<file path="src/rtl/traffic_light_controller.sv">
// Main/side-road intersection sequencer with a pedestrian walk phase.
// All phase durations are counted in seconds of enable_1Hz ticks; lamps are registered.
module traffic_light_controller #(
    parameter int unsigned T_MAIN_GREEN = 10,
    parameter int unsigned T_YELLOW     = 3,
    parameter int unsigned T_ALL_RED    = 1,
    parameter int unsigned T_SIDE_GREEN = 6,
    parameter int unsigned T_WALK       = 5,
    parameter int unsigned T_PED_CLEAR  = 2
) (
    input  logic       clock,
    input  logic       reset_sync,
    input  logic       enable_1Hz,
    input  logic       side_request,
    input  logic       ped_request,
    output logic [2:0] main_lights,
    output logic [2:0] side_lights,
    output logic       walk,
    output logic       side_pending,
    output logic       ped_pending,
    output logic [7:0] phase_time
);

    typedef enum logic [2:0] {
        S_MG   = 3'd0,
        S_MY   = 3'd1,
        S_AR1  = 3'd2,
        S_SG   = 3'd3,
        S_SY   = 3'd4,
        S_AR2  = 3'd5,
        S_WALK = 3'd6,
        S_PCLR = 3'd7
    } state_t;

    localparam logic [7:0] LIM_MG   = 8'(T_MAIN_GREEN - 1);
    localparam logic [7:0] LIM_Y    = 8'(T_YELLOW - 1);
    localparam logic [7:0] LIM_AR   = 8'(T_ALL_RED - 1);
    localparam logic [7:0] LIM_SG   = 8'(T_SIDE_GREEN - 1);
    localparam logic [7:0] LIM_WALK = 8'(T_WALK - 1);
    localparam logic [7:0] LIM_PCLR = 8'(T_PED_CLEAR - 1);

    localparam logic [2:0] LAMP_RED    = 3'b100;
    localparam logic [2:0] LAMP_YELLOW = 3'b010;
    localparam logic [2:0] LAMP_GREEN  = 3'b001;

    state_t     state_q, state_d;
    logic [7:0] phase_time_q, phase_time_d;
    logic       side_pending_q, side_pending_d;
    logic       ped_pending_q, ped_pending_d;
    logic [2:0] main_lights_q, main_lights_d;
    logic [2:0] side_lights_q, side_lights_d;
    logic       walk_q, walk_d;
    logic       leave_s;

    // Next-state, timer, demand latches and lamp decode of the upcoming state
    always_comb begin
        state_d = state_q;
        if (enable_1Hz) begin
            case (state_q)
                S_MG: begin
                    if ((phase_time_q >= LIM_MG) && (side_pending_q || ped_pending_q)) begin
                        state_d = S_MY;
                    end else begin
                        state_d = S_MG;
                    end
                end
                S_MY:   state_d = (phase_time_q == LIM_Y)    ? S_AR1  : S_MY;
                S_AR1: begin
                    if (phase_time_q == LIM_AR) begin
                        state_d = side_pending_q ? S_SG : S_WALK;
                    end else begin
                        state_d = S_AR1;
                    end
                end
                S_SG:   state_d = (phase_time_q == LIM_SG)   ? S_SY   : S_SG;
                S_SY:   state_d = (phase_time_q == LIM_Y)    ? S_AR2  : S_SY;
                S_AR2: begin
                    if (phase_time_q == LIM_AR) begin
                        state_d = ped_pending_q ? S_WALK : S_MG;
                    end else begin
                        state_d = S_AR2;
                    end
                end
                S_WALK: state_d = (phase_time_q == LIM_WALK) ? S_PCLR : S_WALK;
                S_PCLR: state_d = (phase_time_q == LIM_PCLR) ? S_MG   : S_PCLR;
                default: state_d = S_MG;
            endcase
        end else begin
            state_d = state_q;
        end

        // Every transition goes to a different state, so a change of state marks a transition
        leave_s = (state_d != state_q);

        if (!enable_1Hz) begin
            phase_time_d = phase_time_q;
        end else if (leave_s) begin
            phase_time_d = 8'd0;
        end else if (phase_time_q != 8'd255) begin
            phase_time_d = phase_time_q + 8'd1;
        end else begin
            phase_time_d = phase_time_q;
        end

        side_pending_d = side_request | (side_pending_q & ~(leave_s & (state_d == S_SG)));
        ped_pending_d  = ped_request  | (ped_pending_q  & ~(leave_s & (state_d == S_WALK)));

        walk_d = 1'b0;
        case (state_d)
            S_MG: begin
                main_lights_d = LAMP_GREEN;
                side_lights_d = LAMP_RED;
            end
            S_MY: begin
                main_lights_d = LAMP_YELLOW;
                side_lights_d = LAMP_RED;
            end
            S_SG: begin
                main_lights_d = LAMP_RED;
                side_lights_d = LAMP_GREEN;
            end
            S_SY: begin
                main_lights_d = LAMP_RED;
                side_lights_d = LAMP_YELLOW;
            end
            S_WALK: begin
                main_lights_d = LAMP_RED;
                side_lights_d = LAMP_RED;
                walk_d        = 1'b1;
            end
            default: begin
                main_lights_d = LAMP_RED;
                side_lights_d = LAMP_RED;
            end
        endcase
    end

    // State, timer, demand and lamp registers with synchronous active-low reset
    always_ff @(posedge clock) begin
        if (!reset_sync) begin
            state_q        <= S_MG;
            phase_time_q   <= 8'd0;
            side_pending_q <= 1'b0;
            ped_pending_q  <= 1'b0;
            main_lights_q  <= LAMP_GREEN;
            side_lights_q  <= LAMP_RED;
            walk_q         <= 1'b0;
        end else begin
            state_q        <= state_d;
            phase_time_q   <= phase_time_d;
            side_pending_q <= side_pending_d;
            ped_pending_q  <= ped_pending_d;
            main_lights_q  <= main_lights_d;
            side_lights_q  <= side_lights_d;
            walk_q         <= walk_d;
        end
    end

    assign main_lights  = main_lights_q;
    assign side_lights  = side_lights_q;
    assign walk         = walk_q;
    assign side_pending = side_pending_q;
    assign ped_pending  = ped_pending_q;
    assign phase_time   = phase_time_q;

endmodule

</file>
<file path="config.mk">
export PLATFORM = sky130hd
export DESIGN_NAME = traffic_light_controller
export DESIGN_NICKNAME = d
export VERILOG_FILES = /design/src/rtl/traffic_light_controller.sv
export SDC_FILE = /design/constraint.sdc
export NUM_CORES = 1
export LEC_CHECK = 0
export ABC_CLOCK_PERIOD_IN_PS = 2700
export BUFFER_PORTS_ARGS = -buffer_cell sky130_fd_sc_hd__buf_4
export CORE_MARGIN = 2
export CORE_UTILIZATION = 35
export DETAILED_ROUTE_END_ITERATION = 10
export MAX_ROUTING_LAYER = met4
export PLACE_DENSITY = 0.62
export SKIP_LAST_GASP = 1
export SYNTH_ARGS = -nofsm -noshare
export SYNTH_HDL_FRONTEND = slang
export SYNTH_SLANG_ARGS = --single-unit
</file>
<file path="constraint.sdc">
create_clock -name clock -period 2.7 [get_ports clock]
set_input_delay 0.54 -clock clock [delete_from_list [all_inputs] [get_ports clock]]
set_output_delay 0.54 -clock clock [all_outputs]
set_load 0.005 [all_outputs]
</file>
==> flow_metrics.env <==
export IMPL_multi_input_comb_area_um2=783
export IMPL_fin_tns_setup_ps=0
export IMPL_grt_max_degree=18
export IMPL_ios=22
export IMPL_drt_pre_antenna_iters=4
export IMPL_hp_class="input port to flop"
export IMPL_hold_viol=0
export IMPL_initial_core_util_pct=36.5
export IMPL_slowest_stage="a311oi_4"
export IMPL_antenna_found_initial=0
export IMPL_post_route_period_util_pct=90.9
export IMPL_r2r_slack_ps=250
export IMPL_finalSetupViolCount=0
export IMPL_path_clk_slew_ps=120
export IMPL_post_cts_buffers=0
export IMPL_final_area_um2=1490
export IMPL_portBuffers=21
export IMPL_clk_insertion_delay_late_ps=320
export IMPL_fmax_mhz=408
export IMPL_yosysSeqAreaShare_pct=32.6
export IMPL_cp_cell_sequence="inv_1 -> ha_1 -> nand3_1 -> nand2_1 -> a311o_1 -> a311oi_4 -> nor3_1 -> o31a_1"
export IMPL_cts_buffer_depth=2
export IMPL_nets=188
export IMPL_cts_root_buf="clkbuf_4"
export IMPL_netlist_area_leader_share_pct=32.6
export IMPL_cts_hold_fix_buffers=0
export IMPL_hpwl_mm=2.41
export IMPL_yosys_top_cells_count="dfxtp_1 (20), nand2_1 (17), nor2_1 (16)"
export IMPL_placed_area_um2=1440
export IMPL_yosysWarnings=0
export IMPL_clock_skew_ps=4.64
export IMPL_wl_mm=3.21
export IMPL_overflow=0
export IMPL_power_density_nw_per_um2=442
export IMPL_drt_iter0_markers=49
export IMPL_grt_pass1_wl_mm=5.58
export IMPL_synth_avg_cell_area_um2=7.88
export IMPL_r2r_cells=8
export IMPL_cp_slowest_stage_delay_ps=500
export IMPL_dieArea_um2=4000
export IMPL_start_kind="flop"
export IMPL_crit_type="flop to flop"
export IMPL_drc_errors=0
export IMPL_h_tree_depth=1
export IMPL_synth_edf_count=0
export IMPL_drv_cap=0
export IMPL_synth_most_common_cell="dfxtp_1"
export IMPL_ctsResizeCount=0
export IMPL_maxSlewHeadroom_pct=55.5
export IMPL_fin_cells=223
export IMPL_diodes=0
export IMPL_synth_ff_type="dfxtp_1"
export IMPL_cts_tree="built"
export IMPL_cp_depth=8
export IMPL_max_slew_worst_pin_slew_ps=662
export IMPL_crit_buf_inv=1
export IMPL_die_h_um=63.3
export IMPL_grt_pass1_vias=1201
export IMPL_syn_inst=156
export IMPL_peakVddDrop_v=0.000257
export IMPL_worst_hold_slack_ps=498
export IMPL_cpLargestDelayFamily="compound AO/OA/AOI/OAI gates"
export IMPL_rsz0062_at_grt="no"
export IMPL_hold_depth=2
export IMPL_yosys_register_bits=20
export IMPL_synth_largest_area_cell="dfxtp_1"
export IMPL_leakage_nw=0.604
export IMPL_seq_area_um2=400
export IMPL_worst_ep_arrival_time_ps=2670
export IMPL_row_count=21
export IMPL_place_gp_congestion=0.820
export IMPL_core_region_area_um2=3360
export IMPL_placed_cells=219
export IMPL_grt_total_usage_pct=17.6
export IMPL_cts_sinks=20
export IMPL_crit_required_ps=2920
export IMPL_maxSlewViolCount=0
export IMPL_vias=1240
export IMPL_async_reset_ff_share_pct=0
export IMPL_synthTopCellsByArea="dfxtp_1 (33%), nand2_1 (5.2%), ha_1 (5.1%)"
export IMPL_ys_types=40
export IMPL_path_max_fanout=9
export IMPL_fillers=357
export IMPL_period_needed_ps=2450
export IMPL_wl_per_cell_um=14.4
export IMPL_syn_nets=166
export IMPL_layout_drive_gt1_share_pct=19.2
export IMPL_viasPerCell=5.56
export IMPL_total_power_uw=660
export IMPL_syn_area_um2=1230
export IMPL_outcome="complete, no violations"
export IMPL_drtAntennaViolNets=0
export IMPL_fp_dieW_um=63.3
export IMPL_end_kind="flop"
export IMPL_syn2layout_area_growth_pct=21.5
export IMPL_cts_made_buffers=3
==> cell families (layout without fill, tap and decap cells) <==
group                      Yosys count  after routing  share of synthesized area [%]
and+or+nand+nor                     78             78                           33.1
AOI/OAI and AO/OA                   39             39                           23.9
DFF                                 20             20                           32.6
buffers and inverters               12             33                           3.67
adders and majority gates            5              5                           5.09
xor gates and xnor gates             1              1                          0.713
muxes                                1              1                          0.916
==> stage by stage <==
step	util [%]	setup WS, ps
finish	44.4	247
detailed placement	42.8	273
global route	44.4	88.6
CTS	44.4	241
global placement	42.8	296
floorplan	-	493
==> sequential cells by signal (all words and copies together), names as in the netlist <==
name and count:
main_lights 3, walk 1, state_q 3, side_pending 1, side_lights 3, ped_pending 1
phase_time 8
==> cells in the final DEF, fill, tap and decap left out, types with 4 or more instances in the layout <==
cell type	count
a21oi_1	6
a31oi_1	6
and2_1	4
and3_1	6
buf_4	24
dfxtp_1	20
ha_1	5
inv_1	5
nand2_1	17
nand3_1	7
nor2_1	16
nor3_1	11
nor3b_1	4
o21ai_0	7
==> report_power, final <==
part / total [mW] / internal (mW) / switching, mW / leakage [nW]
Sequential: 0.314 / 0.303 / 0.0110 / 0.163
Combinational: 0.0932 / 0.0421 / 0.0510 / 0.413
Clock: 0.253 / 0.150 / 0.103 / 0.0279
Total: 0.660 / 0.495 / 0.165 / 0.604
==> routing by layer <==
metal	global-route usage (%)	vias up	routed length [µm]
li1	-	613	-
met3	3.21	5	175
met5	-	-	0
met2	30.6	45	1630
met4	3.26	0	30
met1	21.5	577	1370
==> path summary, 6_finish.rpt <==
kind | start | end
setup reg to reg | phase_time[0]$_SDFFE_PN0P_ | phase_time[3]$_SDFFE_PN0P_
hold / removal | reset_sync | main_lights[0]$_SDFF_PN1_
setup / recovery | phase_time[0]$_SDFFE_PN0P_ | phase_time[3]$_SDFFE_PN0P_
hold reg to reg | ped_pending$_SDFF_PN0_ | ped_pending$_SDFF_PN0_
==> area by class of cell <==
| type | count | share of cell area [%] |
|---|---|---|
| multi-input cells | 124 | 52.5 |
| repair buffers | 24 | 12.1 |
| clock inverters | 1 | 2.01 |
| inverters | 5 | 1.26 |
| clock buffers | 3 | 1.51 |
| well taps | 46 | 3.86 |
| flip-flops and latches | 20 | 26.8 |
Power figures use the tool's default switching activity.
